==> src/rtl/mercury2_dac_spi_pkg.sv <==
// Shared definitions for the Mercury2 dual 10-bit SPI DAC driver:
// FSM states, command-word layout and a command-word builder.
package mercury2_dac_pkg;

    localparam int WORD_W   = 16;
    localparam int CH       = 15;
    localparam int GA       = 13;
    localparam int SHDN     = 12;
    localparam int DATA_MSB = 11;
    localparam int DATA_LSB = 2;

    typedef enum logic [2:0] {
        IDLE,
        SHIFT,
        CS_HOLD,
        GAP,
        LDAC
    } state_t;

    // Bit 14 and bits 1..0 are always zero; SHDN is held active.
    function automatic logic [WORD_W-1:0] build_word(
        input logic                           ch,
        input logic                           ga,
        input logic [DATA_MSB-DATA_LSB:0]     din
    );
        logic [WORD_W-1:0] w;
        w                    = '0;
        w[CH]                = ch;
        w[GA]                = ga;
        w[SHDN]              = 1'b1;
        w[DATA_MSB:DATA_LSB] = din;
        return w;
    endfunction

endpackage

==> src/rtl/mercury2_dac_spi_if.sv <==
// Request and DAC pin bundle between the driver and its wrapper/board.
interface mercury2_dac_spi_if;
    logic       trigger;
    logic       channel;
    logic [9:0] Din;
    logic       Busy;
    logic       dac_csn;
    logic       dac_sdi;
    logic       dac_ldac;
    logic       dac_sck;

    modport master (
        output trigger, channel, Din,
        input  Busy, dac_csn, dac_sdi, dac_ldac, dac_sck
    );

    modport slave (
        input  trigger, channel, Din,
        output Busy, dac_csn, dac_sdi, dac_ldac, dac_sck
    );
endinterface

==> src/rtl/mercury2_dac_spi_shifter.sv <==
// 16-bit parallel-load, MSB-first shift register holding the command word.
module mercury2_dac_shifter
    import mercury2_dac_pkg::*;
(
    input  logic              clk,
    input  logic              rst,
    input  logic              load,
    input  logic              shift,
    input  logic [WORD_W-1:0] data,
    output logic [WORD_W-1:0] q
);

    // NOTE: sequential state uses non-blocking assignments so every flop
    // samples the pre-edge values, independent of process ordering.
    always_ff @(posedge clk or posedge rst) begin
        if (rst) begin
            q <= '0;
        end else if (load) begin
            q <= data;
        end else if (shift) begin
            q <= {q[WORD_W-2:0], 1'b0};
        end
    end

endmodule

==> src/rtl/mercury2_dac_spi.sv <==
// Mercury2 DAC driver: captures a sample on trigger, shifts a 16-bit SPI
// mode-0 command word out MSB first, then strobes LDAC low.
module mercury2_dac_spi
    import mercury2_dac_pkg::*;
#(
    parameter int ClockDivide = 4,
    parameter int LdacClocks  = 8,
    parameter bit GainBit     = 1'b1
) (
    input logic              clk_50MHZ,
    input logic              reset,
    mercury2_dac_spi_if.slave bus
);

    localparam int H         = ClockDivide / 2;
    localparam int PHASE_MAX = (H > LdacClocks) ? H : LdacClocks;
    localparam int PHASE_W   = (PHASE_MAX > 1) ? $clog2(PHASE_MAX) : 1;
    localparam logic [PHASE_W-1:0] HALF_LAST = PHASE_W'(H - 1);
    localparam logic [PHASE_W-1:0] LDAC_LAST = PHASE_W'(LdacClocks - 1);
    localparam logic [3:0]         BIT_LAST  = 4'd15;

    state_t             state_q, state_d;
    logic [PHASE_W-1:0] phase_q, phase_d;
    logic [3:0]         bit_q, bit_d;
    logic               busy_q, busy_d;
    logic               csn_q, csn_d;
    logic               sck_q, sck_d;
    logic               sdi_q, sdi_d;
    logic               ldac_q, ldac_d;
    logic               load, shift;
    logic [WORD_W-1:0]  word_in;
    logic [WORD_W-1:0]  sr_q;

    assign word_in = build_word(bus.channel, GainBit, bus.Din);

    mercury2_dac_shifter u_shifter (
        .clk   (clk_50MHZ),
        .rst   (reset),
        .load  (load),
        .shift (shift),
        .data  (word_in),
        .q     (sr_q)
    );

    always_ff @(posedge clk_50MHZ or posedge reset) begin
        if (reset) begin
            state_q <= IDLE;
            phase_q <= '0;
            bit_q   <= '0;
            busy_q  <= 1'b0;
            csn_q   <= 1'b1;
            sck_q   <= 1'b0;
            sdi_q   <= 1'b0;
            ldac_q  <= 1'b1;
        end else begin
            state_q <= state_d;
            phase_q <= phase_d;
            bit_q   <= bit_d;
            busy_q  <= busy_d;
            csn_q   <= csn_d;
            sck_q   <= sck_d;
            sdi_q   <= sdi_d;
            ldac_q  <= ldac_d;
        end
    end

    // NOTE: every signal gets a default first so no path leaves it
    // unassigned, which would otherwise infer a latch.
    always_comb begin
        state_d = state_q;
        phase_d = phase_q;
        bit_d   = bit_q;
        busy_d  = busy_q;
        csn_d   = csn_q;
        sck_d   = sck_q;
        sdi_d   = sdi_q;
        ldac_d  = ldac_q;
        load    = 1'b0;
        shift   = 1'b0;

        unique case (state_q)
            IDLE: begin
                if (bus.trigger) begin
                    load    = 1'b1;
                    busy_d  = 1'b1;
                    csn_d   = 1'b0;
                    sck_d   = 1'b0;
                    sdi_d   = word_in[WORD_W-1];
                    phase_d = '0;
                    bit_d   = '0;
                    state_d = SHIFT;
                end
            end
            SHIFT: begin
                if (phase_q == HALF_LAST) begin
                    phase_d = '0;
                    if (!sck_q) begin
                        sck_d = 1'b1;
                    end else begin
                        // Falling SCK starts the next bit's low phase.
                        sck_d = 1'b0;
                        if (bit_q == BIT_LAST) begin
                            state_d = CS_HOLD;
                        end else begin
                            bit_d = bit_q + 4'd1;
                            shift = 1'b1;
                            sdi_d = sr_q[WORD_W-2];
                        end
                    end
                end else begin
                    phase_d = phase_q + 1'b1;
                end
            end
            CS_HOLD: begin
                if (phase_q == HALF_LAST) begin
                    phase_d = '0;
                    csn_d   = 1'b1;
                    sdi_d   = 1'b0;
                    state_d = GAP;
                end else begin
                    phase_d = phase_q + 1'b1;
                end
            end
            GAP: begin
                if (phase_q == HALF_LAST) begin
                    phase_d = '0;
                    ldac_d  = 1'b0;
                    state_d = LDAC;
                end else begin
                    phase_d = phase_q + 1'b1;
                end
            end
            LDAC: begin
                if (phase_q == LDAC_LAST) begin
                    phase_d = '0;
                    ldac_d  = 1'b1;
                    busy_d  = 1'b0;
                    state_d = IDLE;
                end else begin
                    phase_d = phase_q + 1'b1;
                end
            end
            default: state_d = IDLE;
        endcase
    end

    assign bus.Busy     = busy_q;
    assign bus.dac_csn  = csn_q;
    assign bus.dac_sck  = sck_q;
    assign bus.dac_sdi  = sdi_q;
    assign bus.dac_ldac = ldac_q;

endmodule

==> src/flat_wrapper.sv <==
// flat-port wrapper written by rule: the top's interface ports become plain ports
module mercury2_dac_spi_flat import mercury2_dac_pkg::*;
#(
    parameter int ClockDivide = 4,
    parameter int LdacClocks  = 8,
    parameter bit GainBit     = 1'b1
)
  (clk_50MHZ, reset, bus_trigger, bus_channel, bus_Din, bus_Busy, bus_dac_csn, bus_dac_sdi, bus_dac_ldac, bus_dac_sck);
  mercury2_dac_spi_if bus_i ();
  input logic clk_50MHZ;
  input logic reset;
  input wire logic [$bits(bus_i.trigger)-1:0] bus_trigger;
  input wire logic [$bits(bus_i.channel)-1:0] bus_channel;
  input wire logic [$bits(bus_i.Din)-1:0] bus_Din;
  output wire logic [$bits(bus_i.Busy)-1:0] bus_Busy;
  output wire logic [$bits(bus_i.dac_csn)-1:0] bus_dac_csn;
  output wire logic [$bits(bus_i.dac_sdi)-1:0] bus_dac_sdi;
  output wire logic [$bits(bus_i.dac_ldac)-1:0] bus_dac_ldac;
  output wire logic [$bits(bus_i.dac_sck)-1:0] bus_dac_sck;
  assign bus_i.trigger = bus_trigger;
  assign bus_i.channel = bus_channel;
  assign bus_i.Din = bus_Din;
  assign bus_Busy = bus_i.Busy;
  assign bus_dac_csn = bus_i.dac_csn;
  assign bus_dac_sdi = bus_i.dac_sdi;
  assign bus_dac_ldac = bus_i.dac_ldac;
  assign bus_dac_sck = bus_i.dac_sck;
  mercury2_dac_spi #(.ClockDivide(ClockDivide), .LdacClocks(LdacClocks), .GainBit(GainBit)) u_core (.clk_50MHZ(clk_50MHZ), .reset(reset), .bus(bus_i));
endmodule
==> config.mk <==
export PLATFORM = sky130hd
export DESIGN_NAME = mercury2_dac_spi_flat
export DESIGN_NICKNAME = d
export VERILOG_FILES = /design/src/rtl/mercury2_dac_spi_pkg.sv /design/src/rtl/mercury2_dac_spi_if.sv /design/src/rtl/mercury2_dac_spi_shifter.sv /design/src/rtl/mercury2_dac_spi.sv /design/src/flat_wrapper.sv
export SDC_FILE = /design/constraint.sdc
export NUM_CORES = 1
export LEC_CHECK = 0
export CAP_MARGIN = 20
export CORE_MARGIN = 2
export CORE_UTILIZATION = 60
export CTS_CLUSTER_DIAMETER = 100
export DETAILED_ROUTE_END_ITERATION = 8
export GPL_ROUTABILITY_DRIVEN = 0
export MAX_ROUTING_LAYER = met4
export PLACE_DENSITY = 0.83
export SKIP_CTS_REPAIR_TIMING = 1
export SYNTH_ARGS = -nofsm -noshare
export SYNTH_HDL_FRONTEND = slang
export SYNTH_HIERARCHICAL = 1
export SYNTH_SLANG_ARGS = --single-unit
==> constraint.sdc <==
create_clock -name clk_50MHZ -period 5.6 [get_ports clk_50MHZ]
set_input_delay 1.12 -clock clk_50MHZ [delete_from_list [all_inputs] [get_ports clk_50MHZ]]
set_output_delay 1.12 -clock clk_50MHZ [all_outputs]
set_load 0.005 [all_outputs]
==> metrics <==
wire length of the first global-routing pass ~5200 um; summed instance area of the synthesized netlist between 0.0015 and 0.002 mm2; critical path cell sequence clkdlybuf4s50_1; unrepaired setup endpoints after global routing no; total number of vias about 1,300; outcome complete, no violations; nets around 210; final instance count without filler cells roughly 220; Worst Hold Class reg -> reg; sum of routed wire length over all layers about 3100 um; final HPWL from detailed placement 2140 um; clock root cell sky130_fd_sc_hd__clkbuf_4; Die Y between 50 and 60 um; remaining routing DRC violations 0; maximum single-stage delay on the critical path approximately 0.56 ns; TritonCTS clock tree built; vias in the first global route ~1,200; clock tree buffer depth 2; global-route usage over all layers between 20% and 30%; number of antenna repair diodes 0; CP startpoint kind register; largest fanout of any net on the critical path 3; row count 19; clock network latency to the later pin of the worst-skew pair ~0.33 ns; Largest delay share family, worst path flip-flops; standard cell with the maximum stage delay on the critical path sky130_fd_sc_hd__dfstp_2; Die Footprint 0.00328 mm2; minimum setup slack in the final design approximately 3.1 ns; Required @ worst endpoint between 4 and 5 ns; area delta synth->final 13.8%; post-DR vias/cell roughly 5.7; Buffers on Ports 18; # fillers between 200 and 250; post-route clock period utilization 44.6%; setup total negative slack 0 ns; WP buf/inv 1; Layout Cell Area excl Fill 0.00194 mm2; FMAX approximately 0.4 GHz; aggregate global routing overflow 0; area used by multi-input combinational logic between 800 and 900 um2; H-tree depth reported by CTS 2; cell count after synthesis about 170; Chip Width around 57 um; first-pass iteration count of the detailed router 4; count of endpoints failing hold in the final timing report 0; sequential cell area 753 um2; Avg Cell Area, Syn between 9 and 10 um2; Tot Pwr roughly 0.00079 W; Layout Skew 0.0129 ns; Critical Path End Type primary output; # setup viols final 0; clk sinks 30; Slew Limit Headroom 53.3%; power density of the placed cells 409 mW/mm2; Clock transition at path regs approximately 0.10 ns; number of I/O pins 19; initial antenna violation count 0; fraction of layout cells with a size suffix above 1 roughly 15%; antenna viol nets, final 0; wire length per cell ~14 um; Final Slew Violations 0; starting density of the core 62.2%; pre-CTS setup slack between 2 and 3 ns; maximum vdd drop approximately 290 uV; pin count of the biggest net entering global routing 31; data arrival time at the worst-slack endpoint 1.37 ns; standard cell core area 0.00273 mm2; Leakage about 0.81 nW; Ys Warns 6; 1st-iter DRT viols 19; Worst-Margin Slew 0.701 ns; startpoint-to-endpoint class of the critical path reg -> out; crit path time final approximately 2.5 ns; max-capacitance violation count 0; clock buffers created by TritonCTS 5; post-detailed-placement cell area ~0.0019 mm2; total placed cells including tap cells between 200 and 250
-- area by class of cell --
cell class | count | share of cell area, %
Multi-Input combinational cell | 128 | 44.0
Sequential cell | 30 | 38.9
Timing Repair Buffer | 20 | 10.1
Clock inverter | 3 | 2.07
Tap cell | 31 | 2.00
Clock buffer | 5 | 1.94
Inverter | 5 | 0.970
-- cell usage in the layout (no fill, tap or decap), types with 2 or more instances in the layout --
cell / n
sky130_fd_sc_hd__nor3_2: 2
sky130_fd_sc_hd__a22o_1: 2
sky130_fd_sc_hd__dfrtp_1: 28
sky130_fd_sc_hd__a21oi_1: 12
sky130_fd_sc_hd__inv_1: 4
sky130_fd_sc_hd__mux2i_1: 14
sky130_fd_sc_hd__o21ai_0: 12
sky130_fd_sc_hd__mux2_2: 3
sky130_fd_sc_hd__buf_4: 2
sky130_fd_sc_hd__o22ai_1: 2
sky130_fd_sc_hd__nand2_1: 25
sky130_fd_sc_hd__a22o_2: 2
sky130_fd_sc_hd__nand3_1: 3
sky130_fd_sc_hd__ha_1: 5
sky130_fd_sc_hd__clkdlybuf4s50_1: 18
sky130_fd_sc_hd__o21ai_1: 11
sky130_fd_sc_hd__clkbuf_4: 5
sky130_fd_sc_hd__conb_1: 5
sky130_fd_sc_hd__clkinv_2: 2
sky130_fd_sc_hd__dfstp_2: 2
sky130_fd_sc_hd__nor2_1: 9
sky130_fd_sc_hd__nor3_1: 2
-- per-layer routing --
| layer | part of all wire [%] | GRT usage (%) | vias to the layer above | wire length [um] |
|---|---|---|---|---|
| met4 | 0.68 | 8.97 | 0 | 21 |
| met1 | 42 | 23.4 | 606 | 1310 |
| met5 | 0 | - | - | 0 |
| met2 | 53 | 36.3 | 25 | 1660 |
| met3 | 3.9 | 6.12 | 3 | 122 |
| li1 | - | - | 635 | - |
-- sequential cells by signal, indices dropped and copies added, names as in the netlist --
register,cells
u_core/bus.Busy,1
u_core/phase_q,3
u_core/bit_q,4
u_core/bus.dac_ldac,1
u_core/u_shifter/q,15
u_core/state_q,3
u_core/bus.dac_csn,1
u_core/bus.dac_sdi,1
u_core/bus.dac_sck,1
-- metrics by stage --
| stage | util (%) | hold slack (ns) |
|---|---|---|
| global placement | 68.0 | 0.493 |
| floorplan | - | 0.490 |
| global route | 70.8 | 0.553 |
| detailed placement | 68.0 | 0.507 |
| CTS | 70.8 | 0.535 |
| finish | 70.8 | 0.530 |
-- final timing paths --
check                      depth (start not counted)  slack [ns]                start               endpoint
setup / recovery                                   1        3.11  u_core/bus.dac_ldac           bus_dac_ldac
hold / removal                                     2        0.53      u_core/bus.Busy        u_core/bus.Busy
setup reg to reg                                   5        3.67    u_core/state_q[2]     u_core/bus.dac_sdi
hold reg to reg                                    2        0.53      u_core/bus.Busy        u_core/bus.Busy
max in group asynchronous                          2        4.01                reset        u_core/bit_q[0]
min in group asynchronous                          2        1.15                reset  u_core/u_shifter/q[3]
-- power breakdown --
part           internal [W]  switching (W)
clock             0.0000924      0.0000762
sequential         0.000299      0.0000603
combinational      0.000140       0.000124
Note: power is estimated with default switching activity, not from simulation.
